--- config.mk ---
export PLATFORM = sky130hd
export DESIGN_NAME = imem_loader_flat
export DESIGN_NICKNAME = d
export VERILOG_FILES = /design/src/rtl/imem_loader_pkg.sv /design/src/rtl/imem_loader_if.sv /design/src/rtl/imem_loader_byte_word_packer.sv /design/src/rtl/imem_loader.sv /design/src/flat_wrapper.sv
export SDC_FILE = /design/constraint.sdc
export NUM_CORES = 1
export LEC_CHECK = 0
export ABC_AREA = 0
export CAP_MARGIN = 20
export CORE_MARGIN = 4
export CORE_UTILIZATION = 58
export DETAILED_ROUTE_END_ITERATION = 8
export HOLD_SLACK_MARGIN = 0.15
export PLACE_DENSITY = 0.88
export SYNTH_ARGS = -nofsm -noshare
export SYNTH_HDL_FRONTEND = slang
export SYNTH_HIERARCHICAL = 1
export SYNTH_SLANG_ARGS = --single-unit
--- constraint.sdc ---
create_clock -name clk -period 7.8 [get_ports clk]
set_input_delay 0.78 -clock clk [delete_from_list [all_inputs] [get_ports clk]]
set_output_delay 0.78 -clock clk [all_outputs]
set_load 0.005 [all_outputs]
--- src/rtl/imem_loader_pkg.sv ---
// Shared types and field widths for the instruction-memory program loader.
package imem_loader_pkg;

    localparam int BYTE_W = 8;
    localparam int WORD_W = 32;
    localparam int ADDR_W = 32;

    typedef enum logic [2:0] {
        IDLE,
        LEN_HI,
        LEN_LO,
        DATA,
        CHECK,
        DONE,
        ERR
    } state_t;

endpackage

--- src/rtl/imem_loader_if.sv ---
// Byte-stream input and instruction-memory write port of the loader.
interface imem_loader_if;
    import imem_loader_pkg::*;

    logic              in_valid;
    logic [BYTE_W-1:0] in_data;
    logic              in_ready;
    logic              mem_we;
    logic [ADDR_W-1:0] mem_addr;
    logic [WORD_W-1:0] mem_wdata;

    // master: host/debug side feeding bytes and observing memory writes
    modport master (
        output in_valid, in_data,
        input  in_ready, mem_we, mem_addr, mem_wdata
    );

    // slave: the loader itself
    modport slave (
        input  in_valid, in_data,
        output in_ready, mem_we, mem_addr, mem_wdata
    );

endinterface

--- src/rtl/imem_loader_byte_word_packer.sv ---
// Packs payload bytes MSB-first into 32-bit words and keeps the running XOR checksum.
// Latency: word_rdy/word_dat are combinational with the 4th byte; checksum updates on the clock edge.
// Backpressure: none; consumes every byte_vld it is given.
module byte_word_packer
    import imem_loader_pkg::*;
(
    input  logic              clk,
    input  logic              rst_n,
    input  logic              clr,
    input  logic              byte_vld,
    input  logic [BYTE_W-1:0] byte_dat,
    output logic              word_rdy,
    output logic [WORD_W-1:0] word_dat,
    output logic [BYTE_W-1:0] csum
);

    localparam int BUF_W = WORD_W - BYTE_W;

    logic [BUF_W-1:0] buf_q;
    logic [1:0]       idx_q;

    always_ff @(posedge clk) begin
        if (!rst_n || clr) begin
            buf_q <= '0;
            idx_q <= '0;
            csum  <= '0;
        end else if (byte_vld) begin
            buf_q <= {buf_q[BUF_W-BYTE_W-1:0], byte_dat};
            idx_q <= idx_q + 2'd1;
            csum  <= csum ^ byte_dat;
        end
    end

    // The completed word includes the byte arriving this cycle.
    assign word_rdy = byte_vld && (idx_q == 2'd3);
    assign word_dat = {buf_q, byte_dat};

endmodule

--- src/rtl/imem_loader.sv ---
// Loads a framed, checksummed program into instruction memory and holds the core until it succeeds.
// Latency: mem_we is registered, one cycle after the last byte of each word.
// Backpressure: in_ready only in LEN_HI/LEN_LO/DATA/CHECK; memory side never stalls.
module imem_loader
    import imem_loader_pkg::*;
#(
    parameter logic [ADDR_W-1:0] BASE_ADDR = 32'd0,
    parameter int                MAX_WORDS = 18,
    parameter int                CNT_W     = 16
) (
    input  logic           clk,
    input  logic           rst_n,
    input  logic           start,
    imem_loader_if.slave   bus,
    output logic           cpu_hold,
    output logic           done,
    output logic           error
);

    localparam logic [CNT_W-1:0] MAX_N = CNT_W'(MAX_WORDS);

    state_t            state;
    logic [BYTE_W-1:0] len_hi;
    logic [CNT_W-1:0]  n_words;
    logic [CNT_W-1:0]  word_cnt;
    logic [CNT_W-1:0]  len_now;
    logic              accept;
    logic              arm;
    logic              word_rdy;
    logic [WORD_W-1:0] word_dat;
    logic [BYTE_W-1:0] csum;

    assign accept  = bus.in_valid && bus.in_ready;
    assign arm     = start && (state == IDLE || state == DONE || state == ERR);
    assign len_now = CNT_W'({len_hi, bus.in_data});

    byte_word_packer u_packer (
        .clk      (clk),
        .rst_n    (rst_n),
        .clr      (arm),
        .byte_vld (accept && (state == DATA)),
        .byte_dat (bus.in_data),
        .word_rdy (word_rdy),
        .word_dat (word_dat),
        .csum     (csum)
    );

    always_ff @(posedge clk) begin
        if (!rst_n) begin
            state         <= IDLE;
            len_hi        <= '0;
            n_words       <= '0;
            word_cnt      <= '0;
            bus.in_ready  <= 1'b0;
            bus.mem_we    <= 1'b0;
            bus.mem_addr  <= '0;
            bus.mem_wdata <= '0;
            cpu_hold      <= 1'b1;
            done          <= 1'b0;
            error         <= 1'b0;
        end else begin
            bus.mem_we <= 1'b0;
            case (state)
                IDLE, DONE, ERR: begin
                    if (start) begin
                        state        <= LEN_HI;
                        bus.in_ready <= 1'b1;
                        cpu_hold     <= 1'b1;
                        done         <= 1'b0;
                        error        <= 1'b0;
                        n_words      <= '0;
                        word_cnt     <= '0;
                    end
                end
                LEN_HI: begin
                    if (accept) begin
                        len_hi <= bus.in_data;
                        state  <= LEN_LO;
                    end
                end
                LEN_LO: begin
                    if (accept) begin
                        n_words <= len_now;
                        if (len_now > MAX_N) begin
                            state        <= ERR;
                            bus.in_ready <= 1'b0;
                            error        <= 1'b1;
                        end else if (len_now == '0) begin
                            state <= CHECK;
                        end else begin
                            state <= DATA;
                        end
                    end
                end
                DATA: begin
                    if (word_rdy) begin
                        bus.mem_we    <= 1'b1;
                        bus.mem_addr  <= BASE_ADDR + (ADDR_W'(word_cnt) << 2);
                        bus.mem_wdata <= word_dat;
                        word_cnt      <= word_cnt + CNT_W'(1);
                        if (word_cnt + CNT_W'(1) == n_words) begin
                            state <= CHECK;
                        end
                    end
                end
                CHECK: begin
                    if (accept) begin
                        bus.in_ready <= 1'b0;
                        if (bus.in_data == csum) begin
                            state    <= DONE;
                            done     <= 1'b1;
                            cpu_hold <= 1'b0;
                        end else begin
                            state <= ERR;
                            error <= 1'b1;
                        end
                    end
                end
                default: begin
                    state        <= IDLE;
                    bus.in_ready <= 1'b0;
                end
            endcase
        end
    end

endmodule

--- src/flat_wrapper.sv ---
// flat-port wrapper written by rule: the top's interface ports become plain ports
module imem_loader_flat import imem_loader_pkg::*;
#(
    parameter logic [ADDR_W-1:0] BASE_ADDR = 32'd0,
    parameter int                MAX_WORDS = 18,
    parameter int                CNT_W     = 16
)
  (clk, rst_n, start, cpu_hold, done, error, bus_in_valid, bus_in_data, bus_in_ready, bus_mem_we, bus_mem_addr, bus_mem_wdata);
  imem_loader_if bus_i ();
  input  logic clk;
  input  logic rst_n;
  input  logic start;
  output logic cpu_hold;
  output logic done;
  output logic error;
  input wire logic [$bits(bus_i.in_valid)-1:0] bus_in_valid;
  input wire logic [$bits(bus_i.in_data)-1:0] bus_in_data;
  output wire logic [$bits(bus_i.in_ready)-1:0] bus_in_ready;
  output wire logic [$bits(bus_i.mem_we)-1:0] bus_mem_we;
  output wire logic [$bits(bus_i.mem_addr)-1:0] bus_mem_addr;
  output wire logic [$bits(bus_i.mem_wdata)-1:0] bus_mem_wdata;
  assign bus_i.in_valid = bus_in_valid;
  assign bus_i.in_data = bus_in_data;
  assign bus_in_ready = bus_i.in_ready;
  assign bus_mem_we = bus_i.mem_we;
  assign bus_mem_addr = bus_i.mem_addr;
  assign bus_mem_wdata = bus_i.mem_wdata;
  imem_loader #(.BASE_ADDR(BASE_ADDR), .MAX_WORDS(MAX_WORDS), .CNT_W(CNT_W)) u_core (.clk(clk), .rst_n(rst_n), .start(start), .bus(bus_i), .cpu_hold(cpu_hold), .done(done), .error(error));
endmodule
Yosys cells after proc, flatten, opt, wreduce, memory -nomap -nowiden
Index checks and enable logic that the tools add are counted.
- add/sub/neg operators: 2
- magnitude comparators: 1
- equality and inequality tests: 18
- muxes and demuxes: 33
- bitwise logic cells: 2
- reductions and logical operators: 25
- operator list (kind ; number):
    16-bit case mux with 2 select lines ; 2
    16-bit two-way mux ; 3
    3-bit two-way mux ; 8
    16-bit by 1-bit adder with 16-bit output, second input constant ; 1
    16-bit == test ; 1
    16-bit by 5-bit greater-than comparator with 1-bit output, second input constant ; 1
    16-bit logical NOT ; 1
    3-bit case mux with 5 select lines ; 1
    1-bit two-way mux ; 14
    6-bit AND reduction ; 2
    2-bit by 1-bit != test with 1-bit output, second input constant ; 5
    3-bit == test, second input constant ; 3
    8-bit == test ; 1
    2-bit != test, second input constant ; 4
    8-bit bitwise XOR ; 1
    3-bit by 2-bit == test with 1-bit output, second input constant ; 2
    2-bit AND reduction ; 3
    3-bit AND reduction ; 2
    2-bit nonzero test ; 3
    5-bit AND reduction ; 1
    1-bit logical AND ; 4
    1-bit case mux with 2 select lines ; 2
    1-bit case mux with 4 select lines ; 1
    4-bit AND reduction ; 1
    12 further kinds ; 14
- flip-flop bits (word level): 130
- output and inout port bits: 69
- word-level logic and storage cells: 95

Longest topological paths before layout
- depth in word-level cells: 5
- mapped depth: 13
- depth with buffers taken out: 10

Hierarchy
Netlist, hierarchy kept.
- modules (own cells, without submodules) (module ; times used ; cells each ; area an instance (um^2) ; sequential area each (um^2)):
    imem_loader ; 1 ; 615 ; 4855.9 ; 1921.8
    byte_word_packer ; 1 ; 130 ; 1420.1 ; 680.7

Least setup slack after synthesis
No wires, ideal clock.
- path type: register to register
- start point: reg u_core.word_cnt[0]
- end point: reg u_core.state[1]
- library setup time: 0.116 ns
- arrival: 2.420 ns
- data required time: 7.684 ns
- setup slack: 5.264 ns
- stages on the path, launching flop included: 11
- clock period less this slack: 2.536 ns
- cells stage by stage: dfxtp_1 ha_1 buf_2 nand3_1 or2_1 buf_2 or3_1 xnor2_1 a2111oi_2 nand4_1 o211a_1
- word-level cells in the longest chain between the ends: 4
- ends and longest elaborated chain (what ; line ; text):
    from (decl) ; imem_loader.sv:25 ; logic [CNT_W-1:0] word_cnt;
    from (signal assigned) ; imem_loader.sv:100 ; word_cnt <= word_cnt + CNT_W'(1);
    16-bit by 1-bit adder with 16-bit output ; imem_loader.sv:101 ; if (word_cnt + CNT_W'(1) == n_words) begin
    16-bit == test ; imem_loader.sv:101 ;
    2-bit != test (no line) ; -- ;
    6-bit AND reduction (no line) ; -- ;
    to (signal assigned) ; imem_loader.sv:102 ; state <= CHECK;
    to (signal assigned) ; imem_loader.sv:110 ; state <= DONE;
    to (signal assigned) ; imem_loader.sv:114 ; state <= ERR;
    to (decl) ; imem_loader.sv:22 ; state_t state;
Every way passes these cells.
A chain may end at the register's enable or synchronous reset.

Final worst setup path
- start point: reg u_core.state[0]
- end point: reg u_core.word_cnt[2]
- word-level cells in the longest chain between the ends: 5
- ends and longest elaborated chain (what ; line ; text):
    from (signal assigned) ; imem_loader.sv:50 ; state <= IDLE;
    from (signal assigned) ; imem_loader.sv:66 ; state <= LEN_HI;
    from (signal assigned) ; imem_loader.sv:78 ; state <= LEN_LO;
    3-bit by 2-bit == test with 1-bit output ; imem_loader.sv:41 ; .byte_vld (accept && (state == DATA)),
    1-bit logical AND ; imem_loader.sv:41 ;
    1-bit logical AND ; imem_loader_byte_word_packer.sv:35 ; assign word_rdy = byte_vld && (idx_q == 2'd3);
    net u_core.word_rdy ; imem_loader.sv:29 ; logic word_rdy;
    2-bit != test (no line) ; -- ;
    3-bit AND reduction (no line) ; -- ;
The timed path passes the listed nets, and every way through them passes these cells.

==> run metrics <==
status=complete, no violations; Detail Route Antenna Nets=0; PostCTS Resize Cnt=0; Crit Path Max Fanout=55; Mapped Area=0.00628 mm^2; io pins=81; Post-synth EDFFs=0; Setup TNS=0 ns; share of cells above drive strength 1=7.01%; PortBufs=64; CTS Root Cell=clkbuf_8; GPL Wtd Cong=0.877; arrival time worst endpoint=4.01 ns; post-DP HPWL=9.95 mm; # diodes=0; multi-input logic area=0.00326 mm^2; most common cell after layout, fill and taps aside=nand2_1; initial antenna violation count=0; DRT iter0 DRCs=483; clock skew=0.00884 ns; Synth Instances=745; insertion delay to the later sink of the worst-skew pair=0.53 ns; HP Class=flop to flop; Site Rows=37; DRT Wirelength=15.1 mm; Num Clock Sinks=130; fin. max-slew vios=0; clk buf depth=2; Tot GR Track Use=24.2%; Hold Path Depth=2; die area=0.0125 mm^2; reg2reg path depth=9; VDD IR-drop max=162 uV; Placed Area=0.00674 mm^2; gr ovfl total=0; Register Area=0.00260 mm^2; Power Dens Cells=236 mW/mm^2; vias in the first global route=5,232; final worst-path cycle share=46.2%; iteration count of the initial detailed-routing pass=5; die height=112 um; leak pwr=2.45 nW; Synth cell types=58; MaxCap Viol Count=0; via-per-instance ratio=5.72; Final setup viols=0; CTS tree=yes; fin nets=786; first-pass GRT wire length=25.2 mm; post-route cell area=0.00735 mm^2; CTS Buf Count=17; # Post-CTS Setup Buffers=0; Yosys top cell area share=41.5%; # DRC=0; Syn. warnings=6; Vias=5,270; crit path kind=flop to flop; area delta synth->final=17.1%; syn_area_per_cell=8.42 um^2; Synth Register Bits=130; commonest cells after routing, fill and taps aside=149 x nand2_1, 130 x dfxtp_1, 68 x a21boi_0, 63 x clkdlybuf4s50_1, 49 x nor2_1; H-tree levels=4; Critical Path Start Type=flop; dominant cells by area after synthesis=dfxtp_1 41%, nand2_1 9.0%, a21boi_0 8.1%, mux2i_1 5.6%, buf_4 3.2%; # fillers=763; Async S/R FF share, synth=0%; post-DR wirelength/cell=16.4 um; largest net degree at the start of global routing=100; Initial Utilization=60.3%; most common flop cell mapped by yosys=dfxtp_1; Crit. End Element=flop; Core Area=0.0104 mm^2; cts-stage hold buffer count=0; final hold viol count=0; share of the yosys chip area belonging to registers=41.5%; Max Clock Freq=278 MHz; RSZ-0062 raised after global routing=no; Slew headroom=31.8%; area leader, netlist=dfxtp_1; Worst EP required=8.21 ns; die span in x=112 um; clock-pin transition on the worst setup and hold timing paths=0.06 ns; actual slew at the worst max-slew pin=1.02 ns; min cycle time layout=3.60 ns
through the flow:
step	hold WS (ns)	util [%]	power [mW]	instances	setup WS [ns]
final	0.466	70.6	1.73	921	4.20
after global routing	0.488	70.6	1.80	921	3.84
after CTS	0.470	70.6	1.74	921	4.24
after detailed placement	0.463	64.7	0.939	889	3.81
after global placement	0.452	64.7	0.927	889	3.91
after floorplan	0.440	-	0.890	760	5.26
critical path, stage by stage, from the launching register on:
cell and delay, ns:
dfxtp_1 0.66, nand3_1 0.36, nor2_4 0.15, buf_4 0.48, and2_1 0.27, and2_2 0.85
nor2_1 0.22, o21ai_0 0.21, o21ai_0 0.10, and2_1 0.17
cell type report:
class                      count  share of cell area [%]
multi-input combinational    547                    44.4
clock buffer                  21                    6.25
inverter                       6                   0.306
timing repair buffer          70                    9.26
sequential                   130                    35.4
tap                          136                    2.32
clock inverter                11                    2.06
state kept, by name (all words and copies together) (netlist names), 2 cells and up:
| signal | cells |
|---|---|
| u_core/bus.mem_addr | 16 |
| u_core/bus.mem_wdata | 32 |
| u_core/len_hi | 8 |
| u_core/n_words | 16 |
| u_core/state | 3 |
| u_core/u_packer/buf_q | 24 |
| u_core/u_packer/csum | 8 |
| u_core/u_packer/idx_q | 2 |
| u_core/word_cnt | 16 |
layer usage:
layer,GRT usage [%],part of all wire [%]
met1,28.6,42
met2,42.0,50
met3,6.04,5.4
met4,10.3,2.9
met5,0,0
cells in the mapped netlist, drive strengths merged (4+ instances only):
cell,count
nand4,11
nor3,12
xor2,8
a21boi,68
and2,5
a21bo,8
a21oi,25
buf,46
o21ai,26
a31oi,4
nor2b,22
clkbuf,31
nand3b,8
dfxtp,130
nor4,7
nand3,27
inv,6
nor2,50
xnor2,20
nand2,150
or3,5
mux2i,35
path summary, 6_finish.rpt:
path                                                end               startpoint  slack (ns)
worst max-delay path                 u_core/word_cnt[2]          u_core/state[0]        4.20
worst min-delay path            u_core/bus.mem_addr[14]  u_core/bus.mem_addr[14]        0.47
worst max register to register       u_core/word_cnt[2]          u_core/state[0]        4.20
worst min register to register  u_core/bus.mem_addr[14]  u_core/bus.mem_addr[14]        0.47
power by group:
part	internal, mW	switching [mW]	leakage, nW	total [mW]
Combinational	0.0832	0.138	1.12	0.222
Clock	0.513	0.288	0.287	0.802
Sequential	0.678	0.0321	1.05	0.710
cell families (layout without fill, tap and decap cells):
| group | after synthesis | in the layout | synth area share, % |
|---|---|---|---|
| XOR/XNOR | 28 | 28 | 3.91 |
| AND/OR/NAND/NOR | 315 | 315 | 23.9 |
| flip-flops | 130 | 130 | 41.5 |
| multiplexers | 36 | 36 | 5.76 |
| buffers and inverters | 83 | 108 | 7.62 |
| AO/OA/AOI/OAI | 150 | 150 | 16.8 |
| other | 1 | 16 | 0.0598 |
| adder cells (fa/ha/maj) | 2 | 2 | 0.399 |
(Power assumes the default switching activity.)
